### src/rtl/led_matrix_pkg.sv
// Shared constants, scan state encoding and sizing helper for the LED row scanner.
package led_matrix_pkg;

   localparam int unsigned N_ROWS     = 8;
   localparam int unsigned ROW_ADDR_W = 3;

   typedef enum logic [2:0] {
      S_IDLE,
      S_LOAD,
      S_DRIVE,
      S_BLANK,
      S_UPDATE
   } scan_state_t;

   // Dwell counter width large enough to hold the longer of the two dwell counts.
   function automatic int unsigned cnt_width(input int unsigned hold, input int unsigned blank);
      return $clog2(((hold > blank) ? hold : blank) + 1);
   endfunction

endpackage

### src/rtl/led_row_scan_ctrl_if.sv
// Framebuffer read port, writer handshake and LED drive bundle of the row scanner.
interface led_row_scan_ctrl_if;
   import led_matrix_pkg::*;

   logic                  ena;
   logic [N_ROWS-1:0]     row_data;
   logic                  upd_req;
   logic [ROW_ADDR_W-1:0] row_addr;
   logic [N_ROWS-1:0]     rows;
   logic [N_ROWS-1:0]     cols;
   logic                  upd_gnt;
   logic                  frame_done;

   // Scanner side.
   modport slave (
      input  ena, row_data, upd_req,
      output row_addr, rows, cols, upd_gnt, frame_done
   );

   // Framebuffer / writer / control side.
   modport master (
      output ena, row_data, upd_req,
      input  row_addr, rows, cols, upd_gnt, frame_done
   );

endinterface

### src/rtl/decoder_3_to_8.sv
// One-hot row decoder with enable; all-zero when disabled.
module decoder_3_to_8
   import led_matrix_pkg::*;
(
   input  logic                  ena,
   input  logic [ROW_ADDR_W-1:0] in,
   output logic [N_ROWS-1:0]     out
);

   // Decode the row address to a single active row line.
   always_comb begin
      out = '0;
      if (ena) out = N_ROWS'(1) << in;
   end

endmodule

### src/rtl/led_row_scan_ctrl.sv
// Time-multiplexed 8-row LED scanner with frame-boundary framebuffer handoff.
module led_row_scan_ctrl
   import led_matrix_pkg::*;
#(
   parameter int unsigned HOLD_CYCLES  = 1000,
   parameter int unsigned BLANK_CYCLES = 16,
   parameter int unsigned CNT_W        = cnt_width(HOLD_CYCLES, BLANK_CYCLES)
) (
   input  logic                clk,
   input  logic                rst_n,
   led_row_scan_ctrl_if.slave  bus
);

   scan_state_t           state_q, state_d;
   logic [ROW_ADDR_W-1:0] row_addr_q, row_addr_d;
   logic [N_ROWS-1:0]     cols_q, cols_d;
   logic                  upd_gnt_q, upd_gnt_d;
   logic                  frame_done_q, frame_done_d;
   logic [CNT_W-1:0]      cnt_q, cnt_d;
   logic                  hold_end_c, blank_end_c, last_row_c, drive_c;
   logic [N_ROWS-1:0]     rows_c;

   assign hold_end_c  = (cnt_q == CNT_W'(HOLD_CYCLES - 1));
   assign blank_end_c = (cnt_q == CNT_W'(BLANK_CYCLES - 1));
   assign last_row_c  = (row_addr_q == ROW_ADDR_W'(N_ROWS - 1));
   assign drive_c     = (state_q == S_DRIVE);

   // Next-state, dwell counter and registered output logic.
   always_comb begin
      state_d      = state_q;
      row_addr_d   = row_addr_q;
      cols_d       = cols_q;
      upd_gnt_d    = 1'b0;
      frame_done_d = 1'b0;
      cnt_d        = cnt_q + CNT_W'(1);

      case (state_q)
         S_IDLE: begin
            if (bus.upd_req) begin
               state_d   = S_UPDATE;
               upd_gnt_d = 1'b1;
            end else if (bus.ena) begin
               state_d = S_LOAD;
            end
         end
         S_LOAD: begin
            if (!bus.ena) begin
               state_d    = S_IDLE;
               row_addr_d = '0;
               cols_d     = '0;
            end else begin
               cols_d  = bus.row_data;
               state_d = S_DRIVE;
            end
         end
         S_DRIVE: begin
            if (!bus.ena) begin
               state_d    = S_IDLE;
               row_addr_d = '0;
               cols_d     = '0;
            end else if (hold_end_c) begin
               state_d = S_BLANK;
            end
         end
         S_BLANK: begin
            // Frame boundary takes precedence so a finished frame is always reported.
            if (blank_end_c && last_row_c) begin
               frame_done_d = 1'b1;
               row_addr_d   = '0;
               if (bus.upd_req) begin
                  state_d   = S_UPDATE;
                  upd_gnt_d = 1'b1;
               end else if (bus.ena) begin
                  state_d = S_LOAD;
               end else begin
                  state_d = S_IDLE;
                  cols_d  = '0;
               end
            end else if (!bus.ena) begin
               state_d    = S_IDLE;
               row_addr_d = '0;
               cols_d     = '0;
            end else if (blank_end_c) begin
               row_addr_d = row_addr_q + ROW_ADDR_W'(1);
               state_d    = S_LOAD;
            end
         end
         S_UPDATE: begin
            upd_gnt_d = 1'b1;
            if (!bus.upd_req) begin
               upd_gnt_d = 1'b0;
               if (bus.ena) begin
                  state_d = S_LOAD;
               end else begin
                  state_d = S_IDLE;
                  cols_d  = '0;
               end
            end
         end
         default: begin
            state_d    = S_IDLE;
            row_addr_d = '0;
            cols_d     = '0;
         end
      endcase

      // Dwell count restarts on every state entry and is parked outside timed states.
      if ((state_d != state_q) || (state_q == S_IDLE) || (state_q == S_UPDATE)) cnt_d = '0;
   end

   // State and output registers; reset darkens the matrix immediately.
   always_ff @(posedge clk or negedge rst_n) begin
      if (!rst_n) begin
         state_q      <= S_IDLE;
         row_addr_q   <= '0;
         cols_q       <= '0;
         upd_gnt_q    <= 1'b0;
         frame_done_q <= 1'b0;
         cnt_q        <= '0;
      end else begin
         state_q      <= state_d;
         row_addr_q   <= row_addr_d;
         cols_q       <= cols_d;
         upd_gnt_q    <= upd_gnt_d;
         frame_done_q <= frame_done_d;
         cnt_q        <= cnt_d;
      end
   end

   // Row drive decoded from registers only, active in DRIVE.
   decoder_3_to_8 u_row_dec (
      .ena (drive_c),
      .in  (row_addr_q),
      .out (rows_c)
   );

   assign bus.row_addr   = row_addr_q;
   assign bus.rows       = rows_c;
   assign bus.cols       = cols_q;
   assign bus.upd_gnt    = upd_gnt_q;
   assign bus.frame_done = frame_done_q;

endmodule

### src/flat_wrapper.sv
// flat-port wrapper written by rule: the top's interface ports become plain ports
module led_row_scan_ctrl_flat import led_matrix_pkg::*;
#(
   parameter int unsigned HOLD_CYCLES  = 1000,
   parameter int unsigned BLANK_CYCLES = 16,
   parameter int unsigned CNT_W        = cnt_width(HOLD_CYCLES, BLANK_CYCLES)
)
  (clk, rst_n, bus_ena, bus_row_data, bus_upd_req, bus_row_addr, bus_rows, bus_cols, bus_upd_gnt, bus_frame_done);
  led_row_scan_ctrl_if bus_i ();
  input  logic clk;
  input  logic rst_n;
  input wire logic [$bits(bus_i.ena)-1:0] bus_ena;
  input wire logic [$bits(bus_i.row_data)-1:0] bus_row_data;
  input wire logic [$bits(bus_i.upd_req)-1:0] bus_upd_req;
  output wire logic [$bits(bus_i.row_addr)-1:0] bus_row_addr;
  output wire logic [$bits(bus_i.rows)-1:0] bus_rows;
  output wire logic [$bits(bus_i.cols)-1:0] bus_cols;
  output wire logic [$bits(bus_i.upd_gnt)-1:0] bus_upd_gnt;
  output wire logic [$bits(bus_i.frame_done)-1:0] bus_frame_done;
  assign bus_i.ena = bus_ena;
  assign bus_i.row_data = bus_row_data;
  assign bus_i.upd_req = bus_upd_req;
  assign bus_row_addr = bus_i.row_addr;
  assign bus_rows = bus_i.rows;
  assign bus_cols = bus_i.cols;
  assign bus_upd_gnt = bus_i.upd_gnt;
  assign bus_frame_done = bus_i.frame_done;
  led_row_scan_ctrl #(.HOLD_CYCLES(HOLD_CYCLES), .BLANK_CYCLES(BLANK_CYCLES), .CNT_W(CNT_W)) u_core (.clk(clk), .rst_n(rst_n), .bus(bus_i));
endmodule
### config.mk
export PLATFORM = sky130hd
export DESIGN_NAME = led_row_scan_ctrl_flat
export DESIGN_NICKNAME = d
export VERILOG_FILES = /design/src/rtl/led_matrix_pkg.sv /design/src/rtl/led_row_scan_ctrl_if.sv /design/src/rtl/decoder_3_to_8.sv /design/src/rtl/led_row_scan_ctrl.sv /design/src/flat_wrapper.sv
export SDC_FILE = /design/constraint.sdc
export NUM_CORES = 1
export LEC_CHECK = 0
export ABC_AREA = 1
export BUFFER_PORTS_ARGS = -buffer_cell sky130_fd_sc_hd__buf_2
export CAP_MARGIN = 30
export CORE_MARGIN = 2
export CORE_UTILIZATION = 50
export CTS_BUF_LIST = sky130_fd_sc_hd__clkbuf_8
export CTS_CLUSTER_SIZE = 20
export DETAILED_ROUTE_END_ITERATION = 10
export GPL_ROUTABILITY_DRIVEN = 0
export PLACE_DENSITY = 0.74
export SETUP_SLACK_MARGIN = 0.02
export SLEW_MARGIN = 15
export SYNTH_ARGS = -nofsm -noshare
export SYNTH_HDL_FRONTEND = slang
export SYNTH_SLANG_ARGS = --single-unit
### constraint.sdc
create_clock -name clk -period 2.29 [get_ports clk]
set_clock_uncertainty 0.1 [all_clocks]
set_input_delay 0.458 -clock clk [delete_from_list [all_inputs] [get_ports clk]]
set_output_delay 0.458 -clock clk [all_outputs]
set_load 0.05 [all_outputs]
==> impl_metrics.yaml <==
worst_setup_path:
  crit-reg2reg-capture: "u_core.bus.cols[1]"
  worstPathMaxFanout: 8
  cp_cell_sequence: "inv_1 > nand2_1 > nor2_1 > inv_2 > nor3_1 > clkbuf_4"
  timing.reg2reg.worst_path_depth: 7
  timing.setup.critical_path_class: "register to primary output"
  start_kind: "register"
  worstReg2RegStart: "u_core.cnt_q[0]"
  worst_ep_arrival_time_ns: 1.62
  crit_required_ns: 1.73
  crit_path_top_delay_cell: "sky130_fd_sc_hd__dfrtp_2"
  worstSetupEndpointType: "primary output"
  cpPeakStageDelay_ns: 0.47
  register_to_register_setup_slack_ns: 0.37
pwr:
  fin_total_pwr_w: 0.00108
  irDropWorstVdd_mv: 0.463
  power_per_cell_area_mw_per_mm2: 611
  power.static_leakage_nw: 0.897
detailed_routing:
  drt_antenna_net_count: 0
  routed_wire_length_per_instance_um: 12.0
  routed_wl_mm: 3.08
  viasPerCell: 5.21
  drt_pre_antenna_iters: 8
  post-route-drc-count: 2
  detailroute.via_count: 1339
  number_of_design_rule_violations_left_by_the_first_detailed_router_iteration: 60
timing:
  final-setup-viol-count: 0
  final_hold_viol_count: 0
  finalSetupTns_ns: 0
  fmaxAchievable_mhz: 458
  relSlewSlack: 0.619
  final_worst_path_period_need_ns: 2.18
  post-route-period-util: 0.953
  tightestPinTransition_ns: 0.571
  slew_viol_final: 0
clock_tree:
  clock_sink_count: 26
  clockRootBuffer: "sky130_fd_sc_hd__clkbuf_8"
  cts_buffer_depth: 2
  clkSlewWorstSetupHoldPaths_ns: 0.09
  cts_htree_levels: 1
  cts_buffers: 3
  cts_tree: "done"
  worst_skew_pair.late_latency_ns: 0.27
  postCtsSetupRepairBufs: 0
yosys:
  synth.net_count: 210
  ys_seq_elements: 26
  avgSynthCellArea_sq_um: 7.85
  synth.yosys.seq_area_share: 0.434
  synth_area_sq_mm: 0.00150
  netlist-cell-type-count: 25
  synthCells: 191
  synth.yosys.warnings: 0
floorplanning:
  design.portCount: 33
  floorplan_die_height_um: 58.8
  floorplan.initialDensity: 0.534
  die_width_um: 58.8
  design.core.area_sq_mm: 0.00281
  die-area_sq_mm: 0.00345
  std_cell_rows: 19
global_route:
  total_global_routing_overflow: 0
  met1_demand_to_capacity_share_in_global_routing: 0.268
  grt_util_all_layers: 0.200
  busiest_layer: "met2"
  grt_pass1_wl_mm: 5.30
  groute.layer.met3.usage: 0.0418
  grt_use_met2: 0.324
  vias_in_the_first_global_route: 1216
  grt_max_degree: 27
  grt_antenna_before_repair: 0
placed_design:
  placement.io_buffers: 32
  placed_cells: 253
  dp_hpwl_mm: 2.22
finish:
  instances_no_fill: 257
  syn2layout_area_growth_pct: 17.9
  antenna_cells: 0
  final.fill_count: 237
  drive_above_1_share: 0.239
  finish.net_count: 246
min_path:
  min_path_type: "primary input to asynchronous set/reset pin"
run:
  drv.max_cap_violation_count: 0
run_status:
  failed_checks: "DRC"
  outcome: "finished, violations left"
worst max-delay path by stage:
stage | from | to | slack (ns) | cells past startpoint
after global placement | u_core.state_q[2] | bus_rows[6] | 0.42 | 6
after global routing | u_core.state_q[2] | bus_rows[0] | -0.02 | 6
after floorplan | u_core.bus.row_addr[0] | bus_rows[2] | -0.29 | 4
final | u_core.state_q[2] | bus_rows[0] | 0.11 | 6
after CTS | u_core.state_q[2] | bus_rows[2] | 0.05 | 6
after detailed placement | u_core.state_q[2] | bus_rows[2] | 0.36 | 6
cell usage in the layout (no fill, tap or decap), drive strengths merged, types with 5 or more instances in the layout:
| cell type | count |
|---|---|
| nand2 | 46 |
| clkbuf | 5 |
| buf | 32 |
| nor3 | 8 |
| inv | 25 |
| nand3 | 23 |
| nor2 | 32 |
| dfrtp | 26 |
| ha | 7 |
| xor2 | 5 |
report_power, final:
| group | total (W) | internal (W) | switching [W] |
|---|---|---|---|
| Sequential | 0.000522 | 0.000491 | 0.0000310 |
| Clock | 0.000296 | 0.000154 | 0.000142 |
| Combinational | 0.000262 | 0.0000646 | 0.000197 |
| Total | 0.00108 | 0.000709 | 0.000370 |
cell usage after synthesis, drive strengths merged:
library cell	n	share of area
nand2	46	0.12
nor2	32	0.088
dfrtp	26	0.43
inv	25	0.063
nand3	23	0.077
nor3	8	0.027
ha	7	0.058
xor2	5	0.029
a21oi	3	0.010
nand4	3	0.023
buf	2	0.010
o211ai	2	0.013
o21ai	2	0.0067
o31ai	2	0.010
xnor2	2	0.012
a31oi	1	0.0042
nor4	1	0.0083
o21bai	1	0.0050
timing repair:
action / in CTS / in global routing
endpoints found under the setup margin: 0 / 8
hold buffers: 0 / 0
gates resized for setup: 0 / 14
metal layers:
metal / routed length (um) / share of wire
met5: 0 / 0
met4: 41 / 0.013
met3: 151 / 0.049
met2: 1480 / 0.48
met1: 1410 / 0.46
state kept, by name, indices dropped and copies added, names as in the netlist:
name,count
u_core.cnt_q,10
u_core.bus.cols,8
u_core.bus.row_addr,3
u_core.state_q,3
u_core.bus.frame_done,1
u_core.bus.upd_gnt,1
metrics by stage:
| stage | util | setup WS (ns) | hold slack, ns | instance area [sq um] |
|---|---|---|---|---|
| floorplan | - | -0.292 | 0.0624 | 1500 |
| global placement | 0.604 | 0.418 | 0.348 | 1700 |
| detailed placement | 0.604 | 0.362 | 0.356 | 1700 |
| CTS | 0.624 | 0.0546 | 0.0819 | 1750 |
| global route | 0.630 | -0.0220 | 0.116 | 1770 |
| finish | 0.630 | 0.109 | 0.0661 | 1770 |
layout make-up:
class	instances	area, sq um	share of cell area
multi-input combinational	138	744	0.421
sequential	26	653	0.369
timing repair buffer	33	183	0.103
inverter	25	93.8	0.0531
clock buffer	4	55.1	0.0311
tap	31	38.8	0.0219
logic make-up after synthesis:
family	share of synthesized area
AOI/OAI and AO/OA	0.0492
xor gates and xnor gates	0.0409
adders and majority gates	0.0584
buffers and inverters	0.0726
DFF	0.434
and+or+nand+nor	0.345
critical path: cells and delay by family (launching register included):
| kind | cells | cell delay, ns |
|---|---|---|
| buf+inv | 3 | 0.47 |
| flops | 1 | 0.47 |
| simple gates | 3 | 0.42 |
Power figures use the tool's default switching activity.
